<file path="src/rtl/fifo_rd_unpack.sv">
// Read-side unpacker: drains a FWFT FIFO and streams each wide word as RATIO narrow slices.
// Define FIFO_RD_UNPACK_MSB_FIRST_EN to emit the most-significant slice first.
module fifo_rd_unpack #(
    parameter int unsigned IN_W  = 32,
    parameter int unsigned OUT_W = 8
) (
    input  logic             clk,
    input  logic             rst,
    input  logic [IN_W-1:0]  head,
    input  logic             empty,
    output logic             pop,
    input  logic             flush,
    output logic [OUT_W-1:0] out_data,
    output logic             out_valid,
    input  logic             out_ready,
    output logic             out_last,
    output logic             busy
);

    localparam int unsigned RATIO = IN_W / OUT_W;
    localparam int unsigned IDX_W = (RATIO > 1) ? $clog2(RATIO) : 1;
    localparam logic [IDX_W-1:0] LAST_IDX = IDX_W'(RATIO - 1);

    if ((IN_W % OUT_W) != 0) begin : g_bad_ratio
        $error("fifo_rd_unpack: IN_W must be an integer multiple of OUT_W");
    end

    typedef enum logic {
        IDLE = 1'b0,
        HOLD = 1'b1
    } state_t;

    state_t            state_q, state_d;
    logic [IN_W-1:0]   buf_q, buf_d;
    logic [IDX_W-1:0]  idx_q, idx_d;

    logic loaded;
    logic xfer;
    logic done;

    always_ff @(posedge clk or posedge rst) begin
        if (rst) begin
            state_q <= IDLE;
            buf_q   <= '0;
            idx_q   <= '0;
        end else begin
            state_q <= state_d;
            buf_q   <= buf_d;
            idx_q   <= idx_d;
        end
    end

    assign loaded    = (state_q == HOLD);
    assign out_valid = loaded;
    assign busy      = loaded;
    assign out_last  = loaded && (idx_q == LAST_IDX);
    assign xfer      = out_valid && out_ready;
    assign done      = xfer && out_last;

    // Flush outranks both the slice advance and the reload.
    always_comb begin
        state_d = state_q;
        buf_d   = buf_q;
        idx_d   = idx_q;
        pop     = 1'b0;

        if (!rst && !empty && !flush && (!loaded || done)) begin
            pop = 1'b1;
        end

        if (flush) begin
            state_d = IDLE;
            idx_d   = '0;
        end else if (pop) begin
            state_d = HOLD;
            buf_d   = head;
            idx_d   = '0;
        end else if (done) begin
            state_d = IDLE;
            idx_d   = '0;
        end else if (xfer) begin
            idx_d = idx_q + IDX_W'(1);
        end
    end

    always_comb begin
        out_data = '0;
        for (int unsigned i = 0; i < RATIO; i++) begin
            if (idx_q == IDX_W'(i)) begin
`ifdef FIFO_RD_UNPACK_MSB_FIRST_EN
                out_data = buf_q[IN_W-1-i*OUT_W -: OUT_W];
`else
                out_data = buf_q[i*OUT_W +: OUT_W];
`endif
            end
        end
    end

endmodule

</file>
<file path="config.mk">
export PLATFORM = sky130hd
export DESIGN_NAME = fifo_rd_unpack
export DESIGN_NICKNAME = d
export VERILOG_FILES = /design/src/rtl/fifo_rd_unpack.sv
export SDC_FILE = /design/constraint.sdc
export NUM_CORES = 1
export LEC_CHECK = 0
export CAP_MARGIN = 30
export CORE_ASPECT_RATIO = 1.1
export CORE_UTILIZATION = 40
export CTS_BUF_LIST = sky130_fd_sc_hd__clkbuf_8
export DETAILED_ROUTE_END_ITERATION = 12
export HOLD_SLACK_MARGIN = 0.05
export PLACE_DENSITY_LB_ADDON = 0.3
export REMOVE_ABC_BUFFERS = 1
export SYNTH_ARGS = -nofsm -noshare
export SYNTH_HDL_FRONTEND = slang
export SYNTH_SLANG_ARGS = --single-unit
</file>
<file path="constraint.sdc">
create_clock -name clk -period 2.1 [get_ports clk]
set_input_delay 0.21 -clock clk [delete_from_list [all_inputs] [get_ports clk]]
set_output_delay 0.21 -clock clk [all_outputs]
set_load 0.02 [all_outputs]
</file>
==> metrics <==
run status complete, no violations; area share of the largest cell type after synthesis about half; CTS H-tree lvls 2; yosys synthesis warning count 0; drt first pass iters 4; timing-limited maximum frequency 484 MHz; mean instance size in the synthesized netlist 12.2 sq um; Hold Path Class in -> async; highest layer used for signal routing met4; share of post-route cells with drive strength above 1 30.0%; area of the core region 4020 sq um; Final Max Tran Viols 0; most instantiated flip-flop cell in the synthesis netlist sky130_fd_sc_hd__dfrtp_1; Root Driver sky130_fd_sc_hd__clkbuf_8; iteration-0 DRC count of the detailed router 94; count of input and output buffers 48; synthesized instance count 139; Critical Path Source Type register; wire length on met1 1600 microns; CTS tree built; Longest Clk Path Bufs 2; post-route core utilization 58.2%; Filler Cells Inserted 371; sequential element share of the synthesized area 51.7%; power per cell area 765 nW/um^2; clock sink count 35; Post-layout nets between 200 and 250; most frequent cell after synthesis sky130_fd_sc_hd__dfrtp_1; number of primary I/O pins 49; proportion of register bits with asynchronous set or reset after synthesis 100%; most frequent cells after synthesis 35 x sky130_fd_sc_hd__dfrtp_1, 30 x sky130_fd_sc_hd__mux2_2, 12 x sky130_fd_sc_hd__a21oi_1; number of enable flip-flop cells after synthesis 0; clock input transition at the sequential cells of the worst setup and hold paths 70 ps; count of maximum capacitance violations 0; Sw Pwr 497 uW; Design Power 1790 uW; # hold bufs at CTS 0; Layout Skew between 4 and 5 ps; number of hold violations in the final report 0; synthesized area 1700 sq um; worst-margin pin slew 442 ps; final wirelength roughly 3700 microns; Core Rows 24; Synth area leaders sky130_fd_sc_hd__dfrtp_1 52%, sky130_fd_sc_hd__mux2_2 20%, sky130_fd_sc_hd__a21oi_1 3.5%, sky130_fd_sc_hd__a22o_1 3.1%, sky130_fd_sc_hd__ha_1 3.0%; portion of total power attributed to combinational logic 25.1%; vias per inst about 4.9; detailed route wirelength on metal2 ~1900 microns; global placement routability congestion 0.746; global-route usage over all layers 17.5%; overall die width 64.1 microns; first-pass GRT wire length 6000 microns; ratio of final minimum period to clock period 98.5%; internal portion of total power 1300 uW; post-DP HPWL 2770 microns; Relative slew margins 70.5%; endpoint kind of the worst setup timing path output port; proportion of power drawn by the clock network 25.4%; distinct cell type count of the synthesized netlist 21; highest fanout seen on the critical path 8; power share of the sequential group between 40% and 50%; effective utilization at floorplan 42.1%; TritonCTS buffer count 5; Die Area about 4500 sq um; antenna cell count 0; VDD IR-drop max 0.413 mV; Setup Crit Path Kind reg -> out; clock network latency to the later pin of the worst-skew pair 280 ps; flip-flop and latch count after synthesis 35; die height roughly 70 microns; wire length on met3 197 microns; GRT overflow 0; top cell type by total area after synthesis sky130_fd_sc_hd__dfrtp_1; number of antenna-violating nets in the routed design 0; unrepaired setup endpoints after global routing true; initial antenna violation count 0; Period minus WS final 2070 ps; largest net degree at the start of global routing 36; vias ~1200; drc violations 0; Pleak 0.00104 uW; CP Data Arrival Time approximately 1900 ps; Sw Ratio 27.7%; total setup violations reported at the end of the flow 0; required time of the critical path 1890 ps; minimum hold slack 444 ps; number of global-route vias before repair 1320; area added between synthesis and finish 38.2%; wire length per cell after detailed routing 14.6 microns
==> critical path, cell delays in order, from the launching register on <==
cell and delay, ps:
sky130_fd_sc_hd__dfrtp_1 400, sky130_fd_sc_hd__inv_1 90, sky130_fd_sc_hd__ha_2 240, sky130_fd_sc_hd__buf_4 170, sky130_fd_sc_hd__a21oi_1 120, sky130_fd_sc_hd__o21ai_0 110, sky130_fd_sc_hd__a22o_1 180, sky130_fd_sc_hd__clkdlybuf4s15_2 250
==> sequential cells by signal (all words and copies together) (netlist names) <==
| name | count |
|---|---|
| busy | 1 |
| idx_q | 2 |
| buf_q | 32 |
==> cells in the final DEF, fill, tap and decap left out <==
master / synthesis / layout
sky130_fd_sc_hd__clkdlybuf4s50_1: 0 / 39
sky130_fd_sc_hd__dfrtp_1: 35 / 35
sky130_fd_sc_hd__mux2_2: 30 / 30
sky130_fd_sc_hd__a21oi_1: 12 / 12
sky130_fd_sc_hd__buf_4: 1 / 12
sky130_fd_sc_hd__inv_1: 9 / 10
sky130_fd_sc_hd__nand2_1: 9 / 9
sky130_fd_sc_hd__o21ai_0: 6 / 6
sky130_fd_sc_hd__a22o_1: 6 / 6
sky130_fd_sc_hd__clkbuf_2: 0 / 6
sky130_fd_sc_hd__clkbuf_8: 0 / 5
sky130_fd_sc_hd__nor2_1: 4 / 4
sky130_fd_sc_hd__nor2b_1: 3 / 3
sky130_fd_sc_hd__ha_1: 4 / 3
sky130_fd_sc_hd__mux2_1: 2 / 2
sky130_fd_sc_hd__a221oi_1: 2 / 2
sky130_fd_sc_hd__o31ai_1: 2 / 2
sky130_fd_sc_hd__mux2i_1: 2 / 2
sky130_fd_sc_hd__nor3_1: 2 / 2
sky130_fd_sc_hd__a21boi_2: 1 / 1
sky130_fd_sc_hd__nor4_4: 1 / 1
sky130_fd_sc_hd__and2_1: 1 / 1
sky130_fd_sc_hd__ha_2: 0 / 1
sky130_fd_sc_hd__clkinvlp_4: 0 / 1
sky130_fd_sc_hd__clkinv_2: 0 / 1
sky130_fd_sc_hd__dlygate4sd1_1: 0 / 1
sky130_fd_sc_hd__clkdlybuf4s15_2: 0 / 1
sky130_fd_sc_hd__dlygate4sd2_1: 0 / 1
sky130_fd_sc_hd__buf_12: 0 / 1
==> cells by family (layout without fill, tap and decap cells) <==
kind of cell	after synthesis	in the layout	share of synthesized area, %
buffers and inverters	17	78	5.76
AO/OA/AOI/OAI	29	29	11.0
AND/OR/NAND/NOR	20	20	6.20
adder cells (fa/ha/maj)	4	4	2.95
flip-flops	35	35	51.7
multiplexers	34	34	22.4
==> final timing paths <==
check	cells after the start	start	slack (ps)	to
setup / recovery	7	idx_q[0]$_DFFE_PP0P_	30	out_data[6]
hold / removal	3	rst	440	buf_q[12]$_DFFE_PP0P_
setup reg to reg	5	idx_q[0]$_DFFE_PP0P_	140	buf_q[5]$_DFFE_PP0P_
hold reg to reg	1	buf_q[17]$_DFFE_PP0P_	500	buf_q[17]$_DFFE_PP0P_
max in group asynchronous	3	rst	1350	idx_q[1]$_DFFE_PP0P_
min in group clk	1	buf_q[17]$_DFFE_PP0P_	500	buf_q[17]$_DFFE_PP0P_
==> timing repair <==
| action | in CTS | in global routing |
|---|---|---|
| setup buffers | 1 | 0 |
| resized for setup | 15 | 12 |
| setup endpoints to repair | 9 | 8 |
==> per-stage QoR <==
stage          instances  instance area (sq um)  setup TNS, ps  setup slack (ps)
6_report             252                   2340              0              31.8
5_1_grt              252                   2340           -202              -104
4_1_cts              252                   2370              0              1.99
3_5_place_dp         243                   2280           -207             -88.9
3_3_place_gp         243                   2280              0              37.6
2_1_floorplan        131                   1630         -23880              -710
==> area by class of cell <==
type / instances / area, sq um / share of cell area (%)
Multi-Input combinational cell: 87 / 724 / 30.9
Clock inverter: 3 / 16.3 / 0.694
Tap cell: 52 / 65.1 / 2.78
Clock buffer: 5 / 68.8 / 2.94
Timing Repair Buffer: 61 / 559 / 23.9
Sequential cell: 35 / 876 / 37.4
Inverter: 9 / 33.8 / 1.44
==> layer usage <==
metal | vias up | global-route usage, %
met5 | - | 0
li1 | 601 | -
met2 | 37 | 30.7
met3 | 2 | 4.41
met4 | 0 | 3.79
met1 | 597 | 21.3
==> power by group through the flow <==
stage          Clock (uW)  Sequential, uW  Combinational [uW]
2_1_floorplan           0             877                 281
3_3_place_gp            0             892                 472
3_5_place_dp            0             902                 490
4_1_cts               469             889                 466
5_1_grt               497             905                 489
6_report              456             887                 450
Note: power is estimated with default switching activity, not from simulation.
==> variant, RTL diff (same settings) <==
Take the reset off `buf_q` and load it in a clocked block of its own.
--- a/src/rtl/fifo_rd_unpack.sv
+++ b/src/rtl/fifo_rd_unpack.sv
@@ -43,3 +43,2 @@
             state_q <= IDLE;
-            buf_q   <= '0;
             idx_q   <= '0;
@@ -47,5 +46,8 @@
             state_q <= state_d;
-            buf_q   <= buf_d;
             idx_q   <= idx_d;
         end
+    end
+
+    always_ff @(posedge clk) begin
+        buf_q <= buf_d;
     end
Behaviour: differs if rst is asserted again (counterexample within 4 cycles, from zero or initial values and one cycle with rst high); with rst held inactive, the same outputs for 10 cycles.
==> variant against the original RTL <==
Setup slack improved by 0.045 ns; critical path depth decreased by 3; die area decreased by 10%; core utilization increased by 0.80 points; design area decreased by 8.6%; routed wire length decreased by 18%; area after synthesis decreased by 10%; sequential cell count unchanged; critical endpoint is now out_last; largest cell class unchanged; highest routed layer unchanged.
Power is not compared: it rests on default switching activity, and its combinational part moved more than twofold at a synthesized area within 25%.
==> variant: results (changes against the original RTL) <==
Share of post-route cells with drive strength above 1: 0.173 (-0.127)
Total iterations of the first detailed-routing run: 4 (unchanged)
Initial antenna violation count: 0 (unchanged)
Met2 WL: 1600 µm (-14%)
Distinct cells, synth: 21 (unchanged)
H-tree Lvls: 2 (unchanged)
Largest net degree at the start of global routing: 20 (-44%)
Fill cells: 325 (-12%)
Worst reg2reg path depth: 6 (+1)
Total number of yosys warnings: 0 (unchanged)
CP startpoint: idx_q[0]
Synth Instances: 113 (-19%)
Multiplexer share of the synthesized area: 0.00660 (-0.218)
Crit path to: out_last
Highest routed layer: met4
DR iter-0 viols: 25 (-73%)
Die W: 60.7 µm (-5.2%)
Clk buf depth: 2 (unchanged)
R2R setup slack: 0.25 ns (+0.11 ns)
Met3 wire length: 152 µm (-23%)
Post CTS Setup Buffer Count: 0 (-1)
Clk root buf: clkbuf_8
Post-synth ARST share: 0.0857 (-0.914)
Worst endpoint data arrival time: 1.81 ns (-0.05 ns)
Vias in the first global route: 1042 (-21%)
Sw Share: 0.231
DPL Wire Length: 2080 µm (-25%)
Leak: 0.837 nW
RR Endpoint: buf_q[30]
Max IR drop VDD: 0.398 mV
Slew @ Worst Pin: 0.243 ns (-0.199 ns)
Max FFs per register: 32 (unchanged)
Fin nets: 208 (-13%)
GRT Overall Usage: 0.158 (-0.0173)
Tmin final: 2.02 ns (-0.0450 ns)
Hold Path Class: input port to async pin
Skew final: 0.00628 ns (+0.00159 ns)
Vias/cell: 4.75 (-3.3%)
Register area share after synthesis: 0.683 (+0.166)
Finished Layout Cells: 218 (-13%)
Outcome: finished, final reports clean
Largest register by flop count: buf_q
Crit path max fanout: 4 (-4)
DRT met1 WL: 1180 µm (-26%)
First-pass GRT wire length: 4400 µm (-27%)
WL/cell: 13.8 µm (-5.4%)
Number of flops mapped to enable cells by yosys: 32 (+32)
Top cells by area, synth: edfxtp_1, a21oi_1, dfrtp_1
Worst-path clk slew: 0.07 ns (about the same)
Place WS: -0.130 ns (-0.0411 ns)
Synth Area in Adders: 0.0330 (+0.00346)
Clk_lat worst skew: 0.29 ns
CTS Hold Bufs: 0 (unchanged)
Synth top cells by count: edfxtp_1, a21oi_1, nand2_1
Total CTS buffers: 5 (unchanged)
Gp weighted congestion: 0.670 (-10%)
Compound-Gate Fraction of Synth Area: 0.151 (+0.0409)
## variant: per-layer routing
metal	track usage	up-vias
met4	0.0938	0
met1	0.158	486
met2	0.280	31
met5	0	-
met3	0.0466	7
li1	-	511
## variant: worst min-delay path by stage
stage	to	startpoint	cells after the start	slack [ns]
after CTS	busy	rst	2	0.11
after global routing	busy	rst	2	0.13
after floorplan	busy	rst	1	-0.04
after global placement	busy	rst	2	0.40
after detailed placement	busy	rst	2	0.42
final	busy	rst	2	0.12
## variant: power groups by stage
| stage | Clock (W) | Combinational (W) | Sequential, W |
|---|---|---|---|
| final | 0.000467 | 0.000202 | 0.000793 |
| after global routing | 0.000504 | 0.000220 | 0.000795 |
| after CTS | 0.000487 | 0.000204 | 0.000792 |
| after detailed placement | 0 | 0.000212 | 0.000808 |
| after global placement | 0 | 0.000208 | 0.000807 |
| after floorplan | 0 | 0.0000818 | 0.000810 |
## variant: repair_timing
item / CTS / global route
gates cloned: 0 / 0
resized for setup: 12 / 19
endpoints found under the setup margin: 9 / 8
## variant: metrics by stage
step / power, W / instance area (µm²)
finish: 0.00146 / 2140
floorplan: 0.000892 / 1460
CTS: 0.00148 / 2140
global route: 0.00152 / 2140
global placement: 0.00101 / 2060
detailed placement: 0.00102 / 2060
## variant: final cells by class
type	instances	share of cell area
clock buffer	5	0.0321
sequential	35	0.484
tap	50	0.0292
inverter	11	0.0193
timing repair buffer	54	0.234
clock inverter	3	0.00760
multi-input combinational	60	0.194
## variant: worst max-delay path: stages, from the launching register on
cell and delay (ns):
dfrtp_1 0.42, buf_4 0.16, ha_1 0.22, and2_1 0.14
clkdlybuf4s50_1 0.59
